<file path="src/rtl/por_event_framer.sv">
// por_event_framer: turns veto / attention-change events from the FPT core
// into timestamped 7-byte frames for a byte-wide UART relay. Events are
// buffered in a small FIFO. A three-state FSM (IDLE/LOAD/SEND) serialises
// the buffered events one frame at a time.
//
// tx handshake: a byte transfers on a rising edge where tx_valid=1 and
// tx_ready=1. While tx_valid=1 and tx_ready=0, tx_data and tx_valid hold.
// tx_valid never drops without a transfer, except on reset.
module por_event_framer #(
   parameter int         FIFO_DEPTH = 8,
   parameter logic [7:0] SYNC_BYTE  = 8'hA5
) (
   input  logic        clk_100mhz,
   input  logic        rst,
   input  logic        veto_in,
   input  logic [1:0]  attention_level,
   input  logic [15:0] motor_correction,
   input  logic        sensor_valid,
   input  logic        tx_ready,
   output logic [7:0]  tx_data,
   output logic        tx_valid,
   output logic        fifo_overflow,
   output logic [15:0] event_count
);

   localparam int AW = $clog2(FIFO_DEPTH);
   localparam int RW = 35;  // {type, attn[1:0], corr[15:0], ts[15:0]}

   localparam logic [1:0] ST_IDLE = 2'd0;
   localparam logic [1:0] ST_LOAD = 2'd1;
   localparam logic [1:0] ST_SEND = 2'd2;

   logic [1:0]    state;
   logic [15:0]   ts;
   logic          veto_d;
   logic [1:0]    attn_d;
   logic [RW-1:0] mem [0:FIFO_DEPTH-1];
   logic [AW:0]   wr_ptr;
   logic [AW:0]   rd_ptr;
   logic [RW-1:0] frame_rec;
   logic [2:0]    byte_idx;
   logic [3:0]    seq;

   logic          fifo_empty;
   logic          fifo_full;
   logic          veto_evt;
   logic          attn_evt;
   logic          evt;
   logic          push;
   logic          pop;
   logic [RW-1:0] new_rec;
   logic [7:0]    b1;
   logic [7:0]    chk;
   logic [2:0]    next_idx;
   logic [7:0]    next_byte;

   // The pointers carry one extra wrap bit. This lets a full FIFO be told apart from an empty one.
   assign fifo_empty = (wr_ptr == rd_ptr);
   assign fifo_full  = (wr_ptr[AW] != rd_ptr[AW]) &&
                       (wr_ptr[AW-1:0] == rd_ptr[AW-1:0]);

   // A veto and an attention change in the same cycle make one veto record.
   assign veto_evt = veto_in & ~veto_d;
   assign attn_evt = sensor_valid & (attention_level != attn_d);
   assign evt      = veto_evt | attn_evt;
   assign push     = evt & ~fifo_full;
   assign pop      = (state == ST_IDLE) & ~fifo_empty;
   assign new_rec  = {veto_evt, attention_level, motor_correction, ts};

   // These are the frame fields for the record currently held in the frame register.
   assign b1       = {seq, 1'b0, frame_rec[34], frame_rec[33:32]};
   assign chk      = b1 ^ frame_rec[31:24] ^ frame_rec[23:16] ^
                     frame_rec[15:8] ^ frame_rec[7:0];
   assign next_idx = byte_idx + 3'd1;

   // Select the byte that follows the one being offered now.
   always_comb begin
      next_byte = SYNC_BYTE;
      case (next_idx)
         3'd1:    next_byte = b1;
         3'd2:    next_byte = frame_rec[31:24];
         3'd3:    next_byte = frame_rec[23:16];
         3'd4:    next_byte = frame_rec[15:8];
         3'd5:    next_byte = frame_rec[7:0];
         3'd6:    next_byte = chk;
         default: next_byte = SYNC_BYTE;
      endcase
   end

   // Free-running timestamp, plus registered copies of the event inputs for edge detection.
   always_ff @(posedge clk_100mhz) begin
      if (rst) begin
         ts     <= 16'd0;
         veto_d <= 1'b0;
         attn_d <= 2'd0;
      end else begin
         ts     <= ts + 16'd1;
         veto_d <= veto_in;
         attn_d <= attention_level;
      end
   end

   // FIFO storage. It is not reset, because the pointers alone define which entries are valid.
   always_ff @(posedge clk_100mhz) begin
      if (push) begin
         mem[wr_ptr[AW-1:0]] <= new_rec;
      end
   end

   // FIFO pointers, accepted-event counter and the sticky drop flag.
   always_ff @(posedge clk_100mhz) begin
      if (rst) begin
         wr_ptr        <= '0;
         rd_ptr        <= '0;
         event_count   <= 16'd0;
         fifo_overflow <= 1'b0;
      end else begin
         if (push) begin
            wr_ptr      <= wr_ptr + 1'b1;
            event_count <= event_count + 16'd1;
         end
         // Fullness is judged at the start of the cycle, so a pop in the same cycle does not save the event.
         if (evt && fifo_full) begin
            fifo_overflow <= 1'b1;
         end
         if (pop) begin
            rd_ptr <= rd_ptr + 1'b1;
         end
      end
   end

   // Frame FSM: pop a record, present the sync byte, then walk bytes 1..6 on each handshake.
   always_ff @(posedge clk_100mhz) begin
      if (rst) begin
         state     <= ST_IDLE;
         frame_rec <= '0;
         byte_idx  <= 3'd0;
         seq       <= 4'd0;
         tx_valid  <= 1'b0;
         tx_data   <= 8'h00;
      end else begin
         case (state)
            ST_IDLE: begin
               if (pop) begin
                  frame_rec <= mem[rd_ptr[AW-1:0]];
                  state     <= ST_LOAD;
               end
            end
            ST_LOAD: begin
               byte_idx <= 3'd0;
               tx_valid <= 1'b1;
               tx_data  <= SYNC_BYTE;
               state    <= ST_SEND;
            end
            ST_SEND: begin
               if (tx_ready) begin
                  if (byte_idx == 3'd6) begin
                     tx_valid <= 1'b0;
                     tx_data  <= 8'h00;
                     seq      <= seq + 4'd1;
                     state    <= ST_IDLE;
                  end else begin
                     byte_idx <= next_idx;
                     tx_data  <= next_byte;
                  end
               end
            end
            default: state <= ST_IDLE;
         endcase
      end
   end

endmodule

</file>
<file path="config.mk">
export PLATFORM = sky130hd
export DESIGN_NAME = por_event_framer
export DESIGN_NICKNAME = d
export VERILOG_FILES = /design/src/rtl/por_event_framer.sv
export SDC_FILE = /design/constraint.sdc
export NUM_CORES = 1
export LEC_CHECK = 0
export CORE_MARGIN = 3
export CORE_UTILIZATION = 50
export CTS_CLUSTER_DIAMETER = 50
export DETAILED_ROUTE_END_ITERATION = 8
export PLACE_DENSITY = 0.67
export REMOVE_ABC_BUFFERS = 1
export SLEW_MARGIN = 10
export SYNTH_ARGS = -nofsm -noshare
export SYNTH_HDL_FRONTEND = slang
export SYNTH_SLANG_ARGS = --single-unit
</file>
<file path="constraint.sdc">
create_clock -name clk_100mhz -period 8.1 [get_ports clk_100mhz]
set_input_delay 1.62 -clock clk_100mhz [delete_from_list [all_inputs] [get_ports clk_100mhz]]
set_output_delay 1.62 -clock clk_100mhz [all_outputs]
set_load 0.02 [all_outputs]
</file>
[After elaboration in Yosys (flattened, before gate mapping)]
Memory sizes are Yosys's and may differ from the RTL's. A register that Yosys moved wholly into a read port is not among the register bits.
Index checks and enable logic that the tools add are counted.
Operators by class
  equality and inequality tests: 17
  multiplexer cells: 16
  reduce and logical (&&, ||, !) cells: 10
  $add $sub $neg: 6
  bitwise logic cells: 12
Operators with widths (number)
  8-bit one-hot mux with 6 select lines: 1
  16-bit by 1-bit adder with 16-bit output (second input constant): 2
  8-bit bitwise XOR: 4
  8-bit two-way mux: 2
  8-bit one-hot mux with 2 select lines: 1
  4-bit by 1-bit adder with 4-bit output (second input constant): 3
  3-bit == test (second input constant): 4
  3-bit AND reduction: 4
  2-bit != test (second input constant): 4
  3-bit by 2-bit == test with 1-bit output (second input constant): 2
  2-bit two-way mux: 3
  3-bit two-way mux: 2
  2-bit one-hot mux with 3 select lines: 1
  3-bit one-hot mux with 2 select lines: 1
  1-bit bitwise AND: 4
  4-bit == test: 1
  1-bit two-way mux: 4
  2-bit AND reduction: 2
  3-bit by 1-bit adder with 3-bit output (second input constant): 1
  3-bit by 1-bit == test with 1-bit output (second input constant): 1
  3-bit == test: 1
  1-bit NOT: 3
  2-bit by 1-bit == test with 1-bit output (second input constant): 1
  2-bit == test (second input constant): 1
  7 further kinds: 8
Storage, ports and cells
  RAM bits: 280
  input port bits: 23
  memories kept: 1
  bits in registers: 62
Memories
  mem: words 8, width 35, read ports 1, clocked after memory_dff 1, write ports 1, line 37  | logic [RW-1:0] mem [0:FIFO_DEPTH-1];

[Longest topological paths before layout]
Gate-level depths: netlist (run 1).
  depth after elaboration: 8
  gate-level depth with buffers: 7
  mapped depth without buffers: 7

[Worst setup path before layout (run 1)]
No wires, ideal clock.
  path type: input-to-reg
  start point: in attention_level[1]
  end point: mem mem[0][0], enable pin
  arrival time: 5.985 ns
  path buffers: 1
  stages: 5
  setup slack: 1.587 ns
  setup time: 0.527 ns
  path through: xor2_1 > o21ai_0 > a21oi_1 > buf_2 > nor4b_1
Between the ends
  word-level cells in the longest chain between the ends: 6
Ends and longest elaborated chain
  from (decl): line 16  | input logic [1:0] attention_level,
  2-bit != test: line 64  | assign attn_evt = sensor_valid & (attention_level != attn_d);
  1-bit bitwise AND: line 64
  1-bit OR: line 65  | assign evt = veto_evt | attn_evt;
  1-bit bitwise AND: line 66  | assign push = evt & ~fifo_full;
  1-bit two-way mux: line 105  | if (push) begin
  1-bit two-way mux (not written as such): line 106  | mem[wr_ptr[AW-1:0]] <= new_rec;
  to (decl): line 37
No other way between the ends.

[Worst setup path in the final report (run 1)]
  start point: in attention_level[1]
  end point: reg wr_ptr[3]
Between the ends
  word-level cells in the longest chain between the ends: 4
Ends and longest elaborated chain
  2-bit != test: line 64
  1-bit bitwise AND: line 64
  1-bit OR: line 65
  1-bit bitwise AND: line 66
  to (signal assigned): line 119  | wr_ptr <= wr_ptr + 1'b1;
  to (decl): line 38  | logic [AW:0] wr_ptr;
No other way between the ends.
A chain may end at the register's enable or synchronous reset.

==> results of run 1 <==
==> final timing paths <==
kind                               start                endpoint  depth (start not counted)
setup reg to reg  rd_ptr[0]$_SDFFE_PP0P_  wr_ptr[3]$_SDFFE_PP0P_                          5
hold reg to reg    tx_valid$_SDFFE_PP0P_   tx_valid$_SDFFE_PP0P_                          2
hold / removal     tx_valid$_SDFFE_PP0P_   tx_valid$_SDFFE_PP0P_                          2
setup / recovery      attention_level[1]  wr_ptr[3]$_SDFFE_PP0P_                          6
==> where the power goes <==
group	internal [mW]	total, mW	switching (mW)
Combinational	0.507	1.06	0.553
Clock	1.17	1.92	0.759
Sequential	2.23	2.39	0.158
==> placed cells by master, fill, tap and decap left out, types with 4 or more instances in the layout <==
cell type / Yosys / routed
a211oi_1: 39 / 39
a21oi_1: 27 / 27
a221oi_1: 5 / 5
a222oi_1: 6 / 6
a22oi_1: 4 / 4
a311oi_1: 5 / 5
a31o_2: 4 / 4
and2_1: 4 / 4
and3_1: 4 / 4
buf_4: 0 / 21
clkbuf_16: 0 / 44
clkbuf_8: 0 / 8
clkdlybuf4s50_1: 0 / 47
clkinv_2: 0 / 5
clkinvlp_4: 0 / 4
dfxtp_1: 97 / 94
edfxtp_1: 280 / 280
ha_1: 10 / 10
inv_1: 10 / 10
mux2_2: 4 / 4
mux2i_1: 39 / 39
mux4_2: 70 / 70
nand2_1: 41 / 41
nand2b_1: 5 / 5
nand3_1: 11 / 11
nand4_1: 9 / 9
nor2_1: 80 / 80
nor2b_1: 7 / 7
nor3_1: 6 / 4
o21ai_0: 6 / 6
o31ai_1: 5 / 5
or3_1: 4 / 4
or4_1: 6 / 6
xnor2_1: 30 / 30
xnor3_1: 4 / 4
xor2_1: 19 / 19
==> worst register-to-register path: cells and delay by family (launching register included) <==
family / cells / cell delay, ns
AO/OA/AOI/OAI: 1 / 0.83
flip-flops: 1 / 0.88
AND/OR/NAND/NOR: 2 / 1.36
multiplexers: 1 / 0.42
XOR/XNOR: 1 / 0.31
==> sequential cells by signal, indices dropped and copies added (netlist names) <==
name	cells
byte_idx	3
frame_rec	35
rd_ptr	4
event_count	16
wr_ptr	4
state	2
veto_d	1
fifo_overflow	1
attn_d	2
seq	4
ts	16
mem	280
tx_valid	1
tx_data	8
==> cell type report <==
type	instances	area [µm²]	share of cell area
Tap cell	384	480.5	0.02748
Clock inverter	20	210.2	0.01202
Sequential cell	377	10360	0.5924
Inverter	10	37.54	0.002147
Timing Repair Buffer	68	628.1	0.03592
Multi-Input combinational cell	489	4549	0.2602
Clock buffer	55	1222	0.06991
==> stage by stage <==
step | power (mW) | instance area, µm² | TNS (ns)
after floorplan | 3.242 | 14870 | -20.00
after global placement | 3.476 | 16050 | 0
after detailed placement | 3.499 | 16050 | 0
after CTS | 5.429 | 17490 | 0
after global routing | 5.614 | 17490 | 0
final | 5.377 | 17490 | 0
==> kinds of logic (layout without fill, tap and decap cells) <==
kind of cell	count (synthesis)	in the layout	synth area share
flops	377	377	0.6854
compound gates	116	116	0.05734
xor+xnor	54	54	0.03547
simple gates	196	196	0.06256
mux	113	113	0.1332
fa+ha+maj	10	10	0.008286
buf+inv	64	153	0.01765
==> layer usage <==
layer	up-vias	global-route usage	wire length (µm)
met5	-	0	0
met4	0	0.05136	671
met3	49	0.02930	1712
met2	225	0.3008	14440
met1	4216	0.2842	14110
li1	3767	-	-
==> impl_metrics.toml, run 1 <==
[cells_and_area]
layout.nets = 1020
stdcell_count = 1403
nFillCells = 2151
n_antenna_cell = 0
drive_above_1_share = 0.1894
syn2layout_area_growth_pct = 15.81
utilization = 0.5979

[placement]
dp_cells = 1328
dp_hpwl_um = 18250
portBuffers = 48
dp_slack_ns = 2.830
gp_congestion = 0.7338

[route]
viasPerCell = 5.885
drtPass1Iterations = 5
drt_wl_total_um = 30930
ant_nets = 0
route.detailed.drc = 0
drt-initial-drc-count = 707
num_vias = 8257
routedWlPerCell_um = 22.05

[synthesis]
yosysWarnings = 0
ys_top_cells_by_area = "edfxtp_1 56%, dfxtp_1 13%, mux4_2 10%, mux2i_1 2.6%, nor2_1 2.0%"
synth.distinct_cells = 59
synthArstFlopShare = 0
netlist_area_mm2 = 0.01510
ys_seq_elements = 377
ys_seq_area_frac = 0.6854
synth_commonest_cells = "280 x edfxtp_1, 97 x dfxtp_1, 80 x nor2_1, 70 x mux4_2, 41 x nand2_1"
yosysTopAreaCell = "edfxtp_1"
syn_avg_cell_area_um2 = 16.24
synth_top_area_frac = 0.5568
synth_top_flop_cell = "edfxtp_1"
synth_edf_count = 280
yosysMostFrequentCell = "edfxtp_1"
synthCells = 930

[grt]
antenna_found_initial = 0
grt_pass1_vias = 8222
grt_pass1_wl_um = 48970
grt_remaining_overflow = 0
grt_max_degree = 76
grt_usage = 0.1918

[floorplanning]
die_width_um = 179.8
coreArea_mm2 = 0.02925
io_pins = 49
die_h_um = 179.8
rows = 62
design.die.area_mm2 = 0.03232
start_util = 0.5163

[clock_network]
path_clk_slew_ns = 0.06
cts_max_level = 2
clockBufferDepth = 3
cts.repair.resized = 0
cts_hold_buf = 0
clock_latency_ns = 0.53
cts_buffers = 41
cts_setup_buffers = 0
cts.sink_count = 377
root_buffer = "clkbuf_16"
cts_tree = "built"

[setup_path]
cp_cell_sequence = "clkdlybuf4s50_1 -> xor2_1 -> o21ai_0 -> a21oi_1 -> and4_2 -> mux2_2"
cp-start-kind = "primary input"
required_ns = 8.52
path_buf_inv = 1
cp_max_fo = 36
critPathMaxStageDelay_ns = 1.11
crit_arrival_ns = 5.10
r2r_setup_slack_ns = 4.19
cpLargestDelayFamily = "simple AND/OR/NAND/NOR gates"
timing_worst_setup_path_type = "in -> reg"
cp_slowest_cell = "and4_2"
end_kind = "flop"

[power]
vdd_drop_max_mv = 0.1753
p_leak_nw = 5.657
p_per_area_mw_per_mm2 = 307.5

[sta]
finClkSkew_ns = 0.01209
hold_ws_ns = 0.4746
tightest_slew_ns = 1.100
rsz0062_at_grt = "false"
worst_slack_ns = 3.413
fmax_ghz = 0.2133
period_needed_ns = 4.687
setup-violations-final = 0
slew_headroom = 0.2635
post-route-period-util = 0.5787
hold_violations = 0
slew_viol_final = 0

[outcome]
status = "finished, final reports clean"

[hold_path]
hold_path_class = "reg -> reg"

[run]
drv_cap = 0
Power figures use the tool's default switching activity.
==> inputs of run 2 (changes only) <==
--- a/config.mk
+++ b/config.mk
@@ -9,7 +9,7 @@
 export CORE_UTILIZATION = 50
 export CTS_CLUSTER_DIAMETER = 50
 export DETAILED_ROUTE_END_ITERATION = 8
-export PLACE_DENSITY = 0.67
+export PLACE_DENSITY = 0.7
 export REMOVE_ABC_BUFFERS = 1
 export SLEW_MARGIN = 10
 export SYNTH_ARGS = -nofsm -noshare
==> constraint.sdc (replaced) <==
create_clock -name clk_100mhz -period 4 [get_ports clk_100mhz]
set_input_delay 0.8 -clock clk_100mhz [delete_from_list [all_inputs] [get_ports clk_100mhz]]
set_output_delay 0.8 -clock clk_100mhz [all_outputs]
set_load 0.02 [all_outputs]
==> run 2 against run 1 <==
  * Routed wire length fell by 1.9%
  * Sequential share of layout area rose by 0.17 points
  * Clock power grew 91%
  * Sequential power up 100%
  * Clock skew is 0.00087 ns higher
  * Largest cell class unchanged
  * Die area did not move
  * Final area decreased by 0.29%
  * Highest routed layer unchanged
  * Setup slack got worse by 2.5 ns
==> impl_metrics.toml, run 2 (synthesis gave the netlist of run 1 again) <==
[sta]
slew_headroom = 0.3523
setup-violations-final = 0
finClkSkew_ns = 0.01297
period_needed_ns = 3.096
slew_viol_final = 0
fmax_ghz = 0.3230
hold_violations = 0
rsz0062_at_grt = "false"
tns_ns = 0
post-route-period-util = 0.7741
tightest_slew_ns = 0.9673

[setup_path]
end_kind = "flop"
crit_arrival_ns = 3.27
r2r_setup_slack_ns = 1.03
required_ns = 4.17
cp_max_fo = 22
timing_worst_setup_path_type = "in -> reg"
cp-start-kind = "primary input"
r2r_cells = 6

[floorplanning]
rows = 62
start_util = 0.5163
coreArea_mm2 = 0.02925
die_width_um = 179.8
io_pins = 49
die_h_um = 179.8
design.die.area_mm2 = 0.03232

[clock_network]
clockBufferDepth = 3
cts.repair.resized = 0
clock_latency_ns = 0.52
cts.sink_count = 377
cts_buffers = 41
cts_setup_buffers = 0
cts_hold_buf = 0
cts_max_level = 2
root_buffer = "clkbuf_16"
path_clk_slew_ns = 0.05
cts_tree = "built"

[placement]
place_area_mm2 = 0.01610
gp_congestion = 0.7487
dp_hpwl_um = 18350
portBuffers = 48

[route]
viasPerCell = 5.868
drt-initial-drc-count = 741
drtPass1Iterations = 5
routedWlPerCell_um = 21.55
ant_nets = 0
num_vias = 8262
drt_wl_total_um = 30340
route.detailed.drc = 0

[hold_path]
whs_path_depth = 2
hold_path_class = "reg -> reg"

[grt]
antenna_found_initial = 0
grt_usage = 0.1858
grt_remaining_overflow = 0
grt_max_degree = 75
grt_pass1_vias = 8290
grt_pass1_wl_um = 47380

[power]
p_per_area_mw_per_mm2 = 611.3
p_leak_nw = 5.647
vdd_drop_max_mv = 0.2838

[cells_and_area]
layout_common_cells = "280 x edfxtp_1, 94 x dfxtp_1, 80 x nor2_1, 70 x mux4_2, 47 x clkdlybuf4s50_1"
layout.nets = 1024
final_area_mm2 = 0.01744
drive_above_1_share = 0.1836
largest_reg_flops = 280
n_antenna_cell = 0
syn2layout_area_growth_pct = 15.47
final_common_cell = "edfxtp_1"

[outcome]
status = "finished, final reports clean"

[run]
drv_cap = 0
-- run 2: cell types whose count changed in the layout (fill, tap and decap cells not counted), moves of 2 or more --
| cell | before | now |
|---|---|---|
| buf_4 | 21 | 24 |
| clkbuf_8 | 8 | 3 |
| clkinvlp_4 | 4 | 2 |
| clkinv_1 | 2 | 4 |
| clkbuf_1 | 3 | 11 |
-- run 2: area by class of cell --
cell class              instances  area (µm²)
fillers                      2168       11810
flip-flops and latches        377       10360
multi-input cells             489        4549
inverters                      10       37.54
repair buffers                 72       670.6
clock buffers                  57        1159
clock inverters                19       180.2
well taps                     384       480.5
-- run 2: final timing paths --
kind / start / endpoint
max: attention_level[1] / mem[5][9]$_DFFE_PP_
min: tx_valid$_SDFFE_PP0P_ / tx_valid$_SDFFE_PP0P_
max reg2reg: wr_ptr[0]$_SDFFE_PP0P_ / mem[5][9]$_DFFE_PP_
min reg2reg: tx_valid$_SDFFE_PP0P_ / tx_valid$_SDFFE_PP0P_
-- run 2: per-layer routing --
metal,part of all wire,wire (µm),GRT usage
met5,0,0,0
met4,0.021,642,0.05353
met3,0.061,1863,0.03678
met2,0.48,14510,0.2987
met1,0.44,13330,0.2615
-- run 2: worst max-delay path: stages --
cell and delay, ns:
clkdlybuf4s50_1 0.67, xor2_1 0.21, o21ai_0 0.16, a21oi_1 0.56
nand2_1 0.20, nor3b_2 0.22, buf_4 0.42
-- run 2: metrics by stage --
step / setup slack (ns) / hold slack, ns / power [mW] / instances / utilization
5_1_grt: 0.7465 / 0.5263 / 11.14 / 1408 / 0.5962
3_5_place_dp: 0.3407 / 0.4710 / 7.090 / 1332 / 0.5504
2_1_floorplan: -4.488 / 0.4843 / 6.518 / 876 / -
6_report: 0.9037 / 0.4765 / 10.66 / 1408 / 0.5962
3_3_place_gp: 0.4345 / 0.4644 / 7.049 / 1332 / 0.5504
4_1_cts: 0.8975 / 0.4779 / 10.76 / 1408 / 0.5962
-- run 2: report_power, final --
group	leakage (nW)	internal [mW]	switching (mW)
Combinational	1.61	1.04	1.19
Clock	0.651	2.18	1.48
Sequential	3.39	4.52	0.249
==> inputs of run 3 (changes only) <==
==> constraint.sdc (replaced) <==
create_clock -name clk_100mhz -period 2.63 [get_ports clk_100mhz]
set_input_delay 0.526 -clock clk_100mhz [delete_from_list [all_inputs] [get_ports clk_100mhz]]
set_output_delay 0.526 -clock clk_100mhz [all_outputs]
set_load 0.02 [all_outputs]
==> run 3 against run 2 <==
  * Critical path type unchanged
  * Total power is 55% higher
  * Combinational power is 65% higher
  * Global-route usage is 1.4 points higher
  * Final area is 2.2% higher
  * Critical path depth is 1 higher
  * Utilization is 1.3 points higher
  * Register-to-register slack worse by 0.77 ns
  * Die area stayed put
  * Sequential cell count stayed put
  * Largest power group unchanged
  * Routed wire length is 6.4% higher
  * Setup slack worse by 0.73 ns
  * Critical endpoint is now mem[3][14]$_DFFE_PP_
==> impl_metrics.toml, run 3 (synthesis gave the netlist of run 1 again) <==
[clock_network]
clock_latency_ns = 0.52
cts.repair.resized = 0
cts_setup_buffers = 0
cts.sink_count = 377
cts_max_level = 2
root_buffer = "clkbuf_16"
cts_hold_buf = 0
clockBufferDepth = 3
path_clk_slew_ns = 0.06
cts_buffers = 41
cts_tree = "built"

[floorplanning]
die_h_um = 179.8
design.die.area_mm2 = 0.03232
io_pins = 49
start_util = 0.5163
rows = 62
die_width_um = 179.8
coreArea_mm2 = 0.02925

[power]
p_leak_nw = 5.836
p_switching_mw = 4.491
vdd_drop_max_mv = 0.6372
clkPwrFrac = 0.343
switching_share = 0.2711
p_per_area_mw_per_mm2 = 930.0
combPwrFrac = 0.223
power_frac_seq = 0.434
p_int_mw = 12.08

[setup_path]
required_ns = 2.83
cp_cell_sequence = "clkdlybuf4s50_1 -> xor2_1 -> o21ai_0 -> a21oi_1 -> buf_12 -> nand2_1 -> nor3b_2 -> buf_4"
r2r_cells = 7
r2r_setup_slack_ns = 0.26
critPathMaxStageDelay_ns = 0.49
cp_max_fo = 14
rr_startpoint = "rd_ptr[2]$_SDFFE_PP0P_"
startpoint = "attention_level[0]"
r2r_end = "mem[3][14]$_DFFE_PP_"
cp-start-kind = "primary input"
timing_worst_setup_path_type = "in -> reg"
end_kind = "flop"
crit_arrival_ns = 2.66
cp_slowest_cell = "clkdlybuf4s50_1"

[grt]
grt_pass1_vias = 8520
grt_remaining_overflow = 0
grt_pass1_wl_um = 50650
grt_max_degree = 73
grt_usage = 0.2000
antenna_found_initial = 1

[hold_path]
hold_path_class = "in -> reg"
hold_path_startpoint = "rst"
whs_path_depth = 2
hold_end = "ts[15]$_SDFF_PP0_"

[route]
viasPerCell = 5.852
route.detailed.drc = 0
num_vias = 8409
drt_wl_total_um = 32280
ant_nets = 0
drtPass1Iterations = 6
drt-initial-drc-count = 738
routedWlPerCell_um = 22.46

[sta]
setup-violations-final = 0
slew_headroom = 0.5115
period_needed_ns = 2.452
finClkSkew_ns = 0.01712
rsz0062_at_grt = "false"
slew_viol_final = 0
tightest_slew_ns = 0.7328
fmax_ghz = 0.4079
post-route-period-util = 0.9321
hold_violations = 0
tns_ns = 0

[cells_and_area]
utilization = 0.6091
largest_reg_flops = 280
drive_above_1_share = 0.2051
syn2layout_area_growth_pct = 17.98
layout_common_cells = "280 x edfxtp_1, 94 x dfxtp_1, 80 x nor2_1, 70 x mux4_2, 47 x clkdlybuf4s50_1"
n_antenna_cell = 0
layout.nets = 1056
final_common_cell = "edfxtp_1"

[placement]
portBuffers = 48
gp_congestion = 0.7835
dp_hpwl_um = 20510

[outcome]
status = "finished, final reports clean"

[run]
drv_cap = 0
run 3: changes by cell type in the layout (fill, tap and decap cells not counted), sizes merged:
cell,delta
buf,+32
clkinvlp,-2
clkinv,-4
inv,-1
bufinv,+3
clkbuf,+1
run 3: per-stage QoR:
stage,setup WS (ns),std cells,total power [mW],cell area (µm²),hold WS [ns]
2_1_floorplan,-5.858,876,10.15,14870,0.4843
3_3_place_gp,-0.2975,1364,10.94,16470,0.4575
3_5_place_dp,-0.3465,1364,11.02,16470,0.4794
4_1_cts,0.1599,1437,16.71,17810,0.4595
5_1_grt,0.009457,1437,17.30,17810,0.4854
6_report,0.1785,1437,16.57,17810,0.4688
run 3: layout make-up:
cell class	count	area, µm²
flip-flops and latches	377	10360
multi-input cells	489	4549
clock buffers	58	1120
fillers	2143	11430
repair buffers	104	1049
inverters	10	37.54
clock inverters	15	220.2
well taps	384	480.5
run 3: worst max-delay path, delay by kind of cell:
kind,cells,cell delay [ns]
buf+inv,3,0.98
compound gates,2,0.47
simple gates,2,0.47
xor+xnor,1,0.19
run 3: power groups by stage:
| stage | sequential, mW | combinational, mW | clock, mW |
|---|---|---|---|
| global route | 7.25 | 4.02 | 6.03 |
| detailed placement | 7.32 | 3.70 | 0 |
| global placement | 7.29 | 3.65 | 0 |
| finish | 7.20 | 3.69 | 5.68 |
| CTS | 7.20 | 3.72 | 5.79 |
| floorplan | 7.66 | 2.49 | 0 |
run 3: how the worst max path moves through the flow:
stage	cells past startpoint	slack, ns	endpoint
after floorplan	4	-5.86	mem[0][0]$_DFFE_PP_
after global placement	8	-0.30	mem[3][4]$_DFFE_PP_
after detailed placement	8	-0.35	mem[3][1]$_DFFE_PP_
after CTS	8	0.16	mem[3][10]$_DFFE_PP_
after global routing	8	0.009	mem[3][15]$_DFFE_PP_
final	8	0.18	mem[3][14]$_DFFE_PP_
run 3: per-layer routing:
metal  track usage  up-vias  part of all wire
li1              -     3836                 -
met1        0.2911     4270              0.44
met2        0.3175      232              0.48
met3       0.03173       69             0.057
met4       0.05600        2             0.026
met5             0        -           0.00025
